===== config.mk =====
export PLATFORM = sky130hd
export DESIGN_NAME = adc_dual_capture
export DESIGN_NICKNAME = d
export VERILOG_FILES = /design/src/rtl/adc_pkg.sv /design/src/rtl/sync2.sv /design/src/rtl/adc_dual_capture.sv
export SDC_FILE = /design/constraint.sdc
export NUM_CORES = 1
export LEC_CHECK = 0
export CORE_ASPECT_RATIO = 2
export CORE_MARGIN = 1.5
export CORE_UTILIZATION = 49
export DETAILED_ROUTE_END_ITERATION = 7
export PLACE_DENSITY = 0.89
export SYNTH_ARGS = -nofsm -noshare
export SYNTH_HDL_FRONTEND = slang
export SYNTH_SLANG_ARGS = --single-unit

===== constraint.sdc =====
create_clock -name CLK25M -period 2.8 [get_ports CLK25M]
set_input_delay 0.7 -clock CLK25M [delete_from_list [all_inputs] [get_ports CLK25M]]
set_output_delay 0.7 -clock CLK25M [all_outputs]
set_load 0.03 [all_outputs]

===== src/rtl/adc_pkg.sv =====
// Shared definitions for the dual-ADC capture front end: sample width,
// state encoding and default timing.
package adc_pkg;

    localparam int ADC_W            = 13;
    localparam int SAMPLE_DIV_DEF   = 10;
    localparam int CONV_TIMEOUT_DEF = 4;
    localparam int RD_CYCLES_DEF    = 2;
    localparam int CNT_W_DEF        = 16;

    typedef enum logic [2:0] {
        ST_IDLE,
        ST_CONVST,
        ST_CONV_WAIT,
        ST_READ,
        ST_HOLD
    } adc_state_e;

endpackage


===== src/rtl/sync2.sv =====
// Two-flop synchroniser for a single asynchronous control level.
module sync2 (
    input  logic clk,
    input  logic rst,
    input  logic d,
    output logic q
);

    logic meta;

    always_ff @(posedge clk) begin
        if (rst) begin
            meta <= 1'b0;
            q    <= 1'b0;
        end else begin
            meta <= d;
            q    <= meta;
        end
    end

endmodule


===== src/rtl/adc_dual_capture.sv =====
// Sequences two parallel ADCs sharing convst/cs/rd strobes and latches both
// buses into registered outputs with a per-sample valid pulse.
//
// state      | meaning
// IDLE       | strobes released, waiting for synchronised run level
// CONVST     | one-cycle conversion start pulse; period counter restarts
// CONV_WAIT  | waiting for busy to fall (first cycle ignored) or timeout
// READ       | cs/rd low; both buses latched on the last cycle
// HOLD       | strobes released until the sample period ends
module adc_dual_capture
    import adc_pkg::*;
#(
    parameter int SAMPLE_DIV   = SAMPLE_DIV_DEF,
    parameter int CONV_TIMEOUT = CONV_TIMEOUT_DEF,
    parameter int RD_CYCLES    = RD_CYCLES_DEF,
    parameter int CNT_W        = CNT_W_DEF
) (
    input  logic             CLK25M,
    input  logic             RST,
    input  logic             start_adc,
    input  logic             adc_busy,
    input  logic [ADC_W-1:0] adc_d1,
    input  logic [ADC_W-1:0] adc_d2,
    output logic             adc_convst_n,
    output logic             adc_cs_n,
    output logic             adc_rd_n,
    output logic [ADC_W-1:0] data1,
    output logic [ADC_W-1:0] data2,
    output logic             sample_valid,
    output logic [CNT_W-1:0] sample_count,
    output logic             timeout_err
);

    localparam int PER_W    = (SAMPLE_DIV > 1) ? $clog2(SAMPLE_DIV) : 1;
    localparam int STEP_MAX = (CONV_TIMEOUT > RD_CYCLES) ? CONV_TIMEOUT : RD_CYCLES;
    localparam int STEP_W   = $clog2(STEP_MAX + 1);

    adc_state_e        state, state_nx;
    logic [PER_W-1:0]  per_cnt;
    logic [STEP_W-1:0] step_cnt;
    logic              run_s;
    logic              latch;
    logic              timeout_hit;

    sync2 u_run_sync (
        .clk (CLK25M),
        .rst (RST),
        .d   (start_adc),
        .q   (run_s)
    );

    always_comb begin
        state_nx     = state;
        adc_convst_n = 1'b1;
        adc_cs_n     = 1'b1;
        adc_rd_n     = 1'b1;
        latch        = 1'b0;
        timeout_hit  = 1'b0;
        case (state)
            ST_IDLE: begin
                if (run_s) state_nx = ST_CONVST;
            end
            ST_CONVST: begin
                adc_convst_n = 1'b0;
                state_nx     = ST_CONV_WAIT;
            end
            ST_CONV_WAIT: begin
                // busy is not trusted on the first cycle after the convst pulse
                if (step_cnt != '0 && !adc_busy) begin
                    state_nx = ST_READ;
                end else if (step_cnt == STEP_W'(CONV_TIMEOUT - 1)) begin
                    timeout_hit = 1'b1;
                    state_nx    = ST_HOLD;
                end
            end
            ST_READ: begin
                adc_cs_n = 1'b0;
                adc_rd_n = 1'b0;
                if (step_cnt == STEP_W'(RD_CYCLES - 1)) begin
                    latch    = 1'b1;
                    state_nx = ST_HOLD;
                end
            end
            ST_HOLD: begin
                if (per_cnt == PER_W'(SAMPLE_DIV - 1))
                    state_nx = run_s ? ST_CONVST : ST_IDLE;
            end
            default: state_nx = ST_IDLE;
        endcase
    end

    always_ff @(posedge CLK25M) begin
        if (RST) begin
            state        <= ST_IDLE;
            per_cnt      <= '0;
            step_cnt     <= '0;
            data1        <= '0;
            data2        <= '0;
            sample_valid <= 1'b0;
            sample_count <= '0;
            timeout_err  <= 1'b0;
        end else begin
            state    <= state_nx;
            step_cnt <= (state_nx != state) ? '0 : step_cnt + 1'b1;

            if (state_nx == ST_CONVST && state != ST_CONVST)
                per_cnt <= '0;
            else if (state != ST_IDLE)
                per_cnt <= (per_cnt == PER_W'(SAMPLE_DIV - 1)) ? '0 : per_cnt + 1'b1;

            sample_valid <= latch;
            if (latch) begin
                data1        <= adc_d1;
                data2        <= adc_d2;
                sample_count <= sample_count + 1'b1;
            end
            if (timeout_hit) timeout_err <= 1'b1;
        end
    end

endmodule


Yosys cells after proc, flatten, opt, wreduce, memory -nomap -nowiden
Index checks and enable logic that the tools add are counted.
{"block": "totals", "regBits": 56, "inputBits": 30, "out_inout_bits": 47, "elab_cells": 46}
{"block": "op_classes", "add_sub_neg": 3, "n_eq_ne": 10, "muxes": 15, "n_reduce_logical": 8}
{"op": "$add A16 B1 Y16 const B", "count": 1}
{"op": "$mux W3", "count": 5}
{"op": "$pmux W3 S5", "count": 1}
{"op": "$eq A3 B1 Y1 const B", "count": 3}
{"op": "$eq A3 B2 Y1 const B", "count": 3}
{"op": "$mux W1", "count": 8}
{"op": "$reduce_bool A3 Y1", "count": 2}
{"op": "$add A4 B1 Y4 const B", "count": 1}
{"op": "$eq A4 B4 Y1 const B", "count": 1}
{"op": "$mux W4", "count": 1}
{"op": "$reduce_or A2 Y1", "count": 2}
{"op": "$add A3 B1 Y3 const B", "count": 1}
{"op": "$eq A3 B3 Y1 const B", "count": 1}
{"op": "$logic_not A3 Y1", "count": 1}
{"op": "$ne A3 B1 Y1 const B", "count": 1}
{"op": "$ne A3 B3 Y1", "count": 1}
{"op": "$logic_and A1 B1 Y1", "count": 2}
{"op": "$logic_not A1 Y1", "count": 1}

Depth between registers and ports, before layout
{"block": "logic_depth", "ltp_word": 7, "mapped_depth": 8, "ltp_nobuf": 6}

Cells and area by module
Synthesis repeated with hierarchy kept, for this count alone.
{"block": "unflattened", "hier_cells": 282, "area_unflattened_um2": 2357.3}
{"mod": "adc_dual_capture", "instances": 1, "cells_each": 278, "area_per_inst_um2": 2304.7, "seq_area_each_um2": 1081.0}
{"mod": "sync2", "instances": 1, "cells_each": 4, "area_per_inst_um2": 52.6, "seq_area_each_um2": 40.0}

Least setup slack after synthesis
No wires, ideal clock.
{"block": "synth_path", "kind": "register to output", "startpoint": "register state[1]", "endpoint": "output port adc_rd_n", "arrival_ps": 1125, "required_time_ps": 2100, "path_slack_ps": 975, "path_stages_with_launch": 4, "path_buffers": 2, "cell_sequence": "dfxtp_1 buf_4 nand3b_1 buf_4"}
{"block": "synth_via", "elab_chain_len": 2}
{"item": "start: declaration", "line": "adc_dual_capture.sv:38", "source": "adc_state_e state, state_nx;"}
{"item": "start signal: assignment", "line": "adc_dual_capture.sv:103", "source": "state <= state_nx;"}
{"item": "$eq A3 B2 Y1"}
{"item": "$mux W1"}
{"item": "end: declaration", "line": "adc_dual_capture.sv:26", "source": "output logic adc_rd_n,"}
Every way passes these cells.

Worst setup path after layout
{"block": "layout_path", "startpoint": "register state[2]", "endpoint": "output port adc_cs_n"}
{"block": "layout_via", "elab_chain_len": 2}
{"item": "$eq A3 B2 Y1", "line": "adc_dual_capture.sv:59", "source": "case (state)"}
{"item": "$mux W1", "line": "adc_dual_capture.sv:59"}
{"item": "end: declaration", "line": "adc_dual_capture.sv:25", "source": "output logic adc_cs_n,"}
Every way passes these cells.

==> qor_table.md <==
| Metric | Reported | Unit |
|---|---|---|
| Result of the run | completed | - |
| Die Width | 52.5 | microns |
| Initial Util | 51.7 | % |
| Global-route usage over all layers | 22.3 | % |
| Maximum number of buffers from clock root to sink | 2 | - |
| First-pass GRT wire length | 9.09 | mm |
| Transition at the pin with the smallest max-transition slack | 0.669 | ns |
| Vias in the first global route | 2077 | - |
| Critical path required time | 2.10 | ns |
| Max Cap Viol | 0 | - |
| Final setup violation count | 0 | - |
| Port-buffer cells | 76 | - |
| Clock-pin slew on the worst setup and hold paths | 0.09 | ns |
| Largest net degree at the start of global routing | 38 | - |
| Setup TNS Final | 0 | ns |
| Number of nets in the finished design | 394 | - |
| Antenna cells | 0 | - |
| Max Fanout on Critical Path | 13 | - |
| Largest vdd supply drop | 0.518 | mV |
| Post-detailed-route count of antenna-violating nets | 0 | - |
| CTS tree | built | - |
| Initial detailed-routing violation count | 38 | - |
| Wire length per cell after detailed routing | 13.7 | microns |
| Grt ovf | 0 | - |
| Placed instance area | 3160 | sq um |
| Routed Wire Length | 5.67 | mm |
| Post-route clock skew | 0.00471 | ns |
| Fillers | 384 | - |
| Data arrival time of the critical path | 1.80 | ns |
| Total number of H-tree levels | 2 | - |
| Proportion of synthesized chip area in sequential cells | 46.7 | % |
| Share of layout cells above drive strength 1 | 5.56 | % |
| Via Count | 2244 | - |
| Hold Fails Final Rpt | 0 | - |
| Area of the die | 5350 | sq um |
| Vert. Die Dim | 102 | microns |
| Worst max-slew margin expressed relative to the limit | 55.4 | % |
| Synthesized net count | 325 | - |
| Minimum hold slack | 0.452 | ns |
| Core Box Area | 4640 | sq um |
| Seq cells post-synth | 56 | - |
| Flop-to-flop setup slack | 0.99 | ns |
| Cell leakage power | 1.13 | nW |
| Portion of synthesized cell area occupied by the leading cell type | 46.7 | % |
| Ports | 77 | - |
| Final HPWL from detailed placement | 4.14 | mm |
| Number of rows in the core area | 35 | - |
| CTS buffer count | 5 | - |
| Number of distinct library cell variants in the gate-level netlist after synthesis | 38 | - |
| Latest clock arrival within the worst-skew pair | 0.31 | ns |
| Number of antenna violations at the first check in global routing | 0 | - |
| Cell types with the largest area share after synthesis | dfxtp_1 47%, nand2_1 9.5%, a21oi_1 8.6% | - |
| Post-Synthesis Cells | 290 | - |
| Warning count from the yosys run | 0 | - |
| Post-CTS setup buffer count | 0 | - |
| Critical path startpoint category | flop | - |
| Final worst path period share | 89.4 | % |
| Achievable frequency | 0.399 | GHz |
| Layout area overhead | 37.0 | % |
| Largest area contributor in the synthesized netlist | dfxtp_1 | - |
| Final critical-path required period | 2.50 | ns |
| Detail-routed via count per cell | 5.41 | - |
| Type of the worst setup path | reg2out | - |
| Crit path capture type | output port | - |
| Cell area after synthesis | 2400 | sq um |
| Iteration count of the initial detailed-routing pass | 5 | - |
| Post-synthesis area per instance | 8.27 | sq um |
| Cell at the root of the clock tree | clkbuf_8 | - |
| RSZ-0062 raised after global routing | no | - |
| CTS-repair resized insts | 0 | - |
| Total power | 1.51 | mW |
| TritonCTS sink count | 56 | - |
| Post-route cell area | 3290 | sq um |
| Total of hold buffers inserted after clock tree synthesis | 0 | - |
| Final weighted congestion in routability-driven placement | 0.819 | - |
| Pins over their slew limit | 0 | - |
| Pwr dens | 459 | nW/um^2 |
| Residual DRC count | 0 | - |
| Hold Crit Class | reg2reg | - |
==> flip-flops by register name, summed over array words and instances, names as in the netlist, 3 cells and up <==
name          cells
per_cnt           4
data1            13
state             3
data2            13
step_cnt          3
sample_count     16
==> cells by family after synthesis <==
logic type	count (synthesis)	synth area share (%)
adder cells (fa/ha/maj)	5	2.61
multiplexers	1	0.417
flip-flops	56	46.7
AND/OR/NAND/NOR	132	27.9
XOR/XNOR	10	3.65
buffers and inverters	27	5.37
AO/OA/AOI/OAI	59	13.4
==> power by group <==
part / switching (mW) / total (mW) / internal [mW]
Clock: 0.254 / 0.570 / 0.316
Sequential: 0.0122 / 0.818 / 0.806
Combinational: 0.0563 / 0.119 / 0.0631
==> placed cells by master, fill, tap and decap left out, types with 7 or more instances in the layout <==
master | Yosys | layout
inv_1 | 9 | 9
a21oi_1 | 41 | 41
dfxtp_1 | 56 | 56
nand2_1 | 61 | 61
nor2_1 | 19 | 18
clkbuf_8 | 0 | 7
o21ai_0 | 10 | 10
clkdlybuf4s50_1 | 0 | 75
==> synth_stat cells <==
| library cell | instances |
|---|---|
| ha_1 | 5 |
| nand3b_1 | 2 |
| nor2b_1 | 6 |
| inv_1 | 9 |
| and4_1 | 3 |
| nand3_1 | 6 |
| a31o_2 | 2 |
| buf_2 | 4 |
| nor3_1 | 4 |
| a21oi_1 | 41 |
| o31ai_1 | 1 |
| clkbuf_1 | 8 |
| mux2i_1 | 1 |
| nand4bb_1 | 1 |
| and2_1 | 1 |
| xor2_1 | 4 |
| nand4b_1 | 3 |
| nand2b_1 | 1 |
| or2_2 | 1 |
| o221ai_1 | 1 |
| a21o_1 | 1 |
| a211oi_1 | 2 |
| or3_1 | 4 |
| and3_1 | 5 |
| and4bb_4 | 1 |
| dfxtp_1 | 56 |
| o21ai_0 | 10 |
| nand4_2 | 1 |
| xnor2_1 | 6 |
| nand4_1 | 4 |
| nor4_1 | 6 |
| buf_4 | 6 |
| and2_0 | 1 |
| nor3b_1 | 1 |
| nand2_1 | 61 |
| nor2_1 | 19 |
| o31a_1 | 1 |
| nand4_4 | 1 |
==> layer usage <==
metal / up-vias / share of wire [%] / track usage [%] / routed length, microns
li1: 1120 / - / - / -
met1: 1032 / 38 / 23.2 / 2150
met2: 74 / 55 / 40.6 / 3120
met3: 18 / 4.2 / 4.53 / 239
met4: 0 / 2.9 / 11.0 / 164
met5: - / 0 / 0 / 0
==> layout make-up <==
type | instances | area [sq um] | share of cell area, %
clock buffers | 7 | 96.3 | 2.93
well taps | 55 | 68.8 | 2.09
flip-flops and latches | 56 | 1120 | 34.1
clock inverters | 1 | 30.0 | 0.914
repair buffers | 80 | 786 | 23.9
multi-input cells | 207 | 1150 | 35.0
inverters | 9 | 33.8 | 1.03
==> worst paths after layout <==
kind                                       from         endpoint  depth (start not counted)
worst min register to register  u_run_sync.meta     u_run_sync.q                          1
worst min-delay path            u_run_sync.meta     u_run_sync.q                          1
worst max register to register         state[0]  sample_count[0]                          6
worst max-delay path                   state[2]         adc_cs_n                          2
==> critical path, cell delays in order (launching register included) <==
cell	delay (ns)
dfxtp_1	0.53
nand3b_1	0.24
clkdlybuf4s50_1	0.72
==> through the flow <==
stage               utilization, %  std cells  worst slack, ns
CTS                           70.8        415            0.314
global route                  70.8        415            0.223
finish                        70.8        415            0.297
global placement              68.1        407            0.709
floorplan                        -        290            0.975
detailed placement            68.1        407            0.656
Power figures use the tool's default switching activity.
==> RTL edit (config.mk and constraints unchanged) <==
Add an input register stage for `start_adc`, `adc_busy`, `adc_d1` and `adc_d2`; this delays them by one clock.
--- a/src/rtl/adc_dual_capture.sv
+++ b/src/rtl/adc_dual_capture.sv
@@ -36,4 +36,16 @@
     localparam int STEP_W   = $clog2(STEP_MAX + 1);
 
+    logic start_adc_q;
+    logic adc_busy_q;
+    logic [ADC_W-1:0] adc_d1_q;
+    logic [ADC_W-1:0] adc_d2_q;
+
+    always_ff @(posedge CLK25M) begin
+        start_adc_q <= start_adc;
+        adc_busy_q  <= adc_busy;
+        adc_d1_q    <= adc_d1;
+        adc_d2_q    <= adc_d2;
+    end
+
     adc_state_e        state, state_nx;
     logic [PER_W-1:0]  per_cnt;
@@ -46,5 +58,5 @@
         .clk (CLK25M),
         .rst (RST),
-        .d   (start_adc),
+        .d   (start_adc_q),
         .q   (run_s)
     );
@@ -67,5 +79,5 @@
             ST_CONV_WAIT: begin
                 // busy is not trusted on the first cycle after the convst pulse
-                if (step_cnt != '0 && !adc_busy) begin
+                if (step_cnt != '0 && !adc_busy_q) begin
                     state_nx = ST_READ;
                 end else if (step_cnt == STEP_W'(CONV_TIMEOUT - 1)) begin
@@ -111,6 +123,6 @@
             sample_valid <= latch;
             if (latch) begin
-                data1        <= adc_d1;
-                data2        <= adc_d2;
+                data1        <= adc_d1_q;
+                data2        <= adc_d2_q;
                 sample_count <= sample_count + 1'b1;
             end
Behaviour: not the same (Yosys sat finds a counterexample within 4 cycles, from zero or initial values and one cycle with RST high).
==> RTL edit against the unedited design <==
  * Synthesized area is 19% higher
  * Non-clock buffer count shrank 1
  * Sequential cell count is 28 higher
  * Routed wire length is 10% higher
  * Design area increased by 19%
  * Power up 65%
  * Worst setup slack worse by 160 ps
  * First-iteration DRC count rose by 130%
  * Largest power group unchanged
==> RTL edit: results <==
yosys:
  ys_types: 41
  synth_common_cells: "dfxtp_1 (84), nand2_1 (65), a21oi_1 (34), nor2_1 (21), clkbuf_1 (12)"
  synth-seq-area-share: 0.5884
  synth_area_leaders: "dfxtp_1 (59%), nand2_1 (8.5%), a21oi_1 (6.0%)"
  synth_fp_nets: 339
sta:
  maxSlewHeadroom: 0.6116
  fin_skew_ps: 7.828
status:
  status: "finished, final reports clean"
drt:
  routed_via_density: 5.286
  firstDrtPassIters: 4
placement:
  dp_hpwl_um: 4229
  gp_congestion: 0.7504
  preCtsSetupSlack_ps: 480.5
clock_network:
  cts_buffers: 9
  htreeDepth: 3
  clkTransAtPathRegs_ps: 60
  cts_root_buf: "clkbuf_16"
  clk_latency_ps: 330
grt:
  grt_start_max_net_pins: 34
  grt_pass1_wl_um: 10660
  grt_pass1_vias: 2451
finish:
  fin_nets: 412
  drive_gt1_frac: 0.07632
worst_setup_path:
  arrival_ps: 1960
  crit_path_max_fanout: 14
pwr:
  p_leak_nw: 1.393
  ir_worst_vdd_v: 0.0007366
==> RTL edit: changes by cell type in the layout (fill, tap and decap cells not counted), sizes merged, moves of 4 or more <==
cell and change:
nand2 +4, o21ai -4, a21oi -7, nor4 -4, dfxtp +28
==> RTL edit: path summary, 6_finish.rpt <==
path              slack, ps  cells after the start    startpoint         endpoint
hold / removal          430                      2  adc_d2_q[12]        data2[12]
hold reg to reg         430                      2  adc_d2_q[12]        data2[12]
setup / recovery        140                      2      state[0]     adc_convst_n
setup reg to reg        740                      5      state[0]  sample_count[8]
==> RTL edit: kinds of logic after synthesis <==
family / Yosys count / share of synthesized area
flops: 84 / 0.5884
fa+ha+maj: 5 / 0.02189
simple gates: 130 / 0.2180
buf+inv: 24 / 0.03852
xor+xnor: 13 / 0.03984
compound gates: 47 / 0.08976
mux: 1 / 0.003503
==> RTL edit: worst min-delay path: stages (launching register included) <==
cell	delay, ps
dfxtp_1	290
nand2_1	50
a21oi_1	50
==> RTL edit: metrics by stage <==
step           instance area, µm²  total power, mW
2_1_floorplan                2858            1.314
3_3_place_gp                 3631            1.363
3_5_place_dp                 3631            1.369
4_1_cts                      3921            2.514
5_1_grt                      3921            2.573
6_report                     3921            2.484
==> RTL edit: cell type report <==
type                            instances  area [µm²]  share of cell area
Clock inverter                          4       51.30             0.01308
Sequential cell                        84        1682              0.4288
Inverter                                7       26.28            0.006701
Clock buffer                           10       239.0             0.06094
Timing Repair Buffer                   79       778.2              0.1985
Tap cell                               61       76.32             0.01946
Multi-Input combinational cell        196        1069              0.2725
==> RTL edit: power breakdown <==
| part | internal [mW] | total (mW) | switching (mW) | leakage, nW |
|---|---|---|---|---|
| clock | 0.704 | 1.14 | 0.437 | 0.140 |
| combinational | 0.0580 | 0.101 | 0.0433 | 0.564 |
| sequential | 1.23 | 1.24 | 0.0153 | 0.688 |
==> RTL edit: layer usage <==
layer | wire, µm | GRT usage | vias to the layer above
met1 | 2209 | 0.2115 | 1086
met5 | 0 | 0 | -
li1 | - | - | 1151
met4 | 193 | 0.1333 | 0
met3 | 345 | 0.06651 | 15
met2 | 3490 | 0.3900 | 79
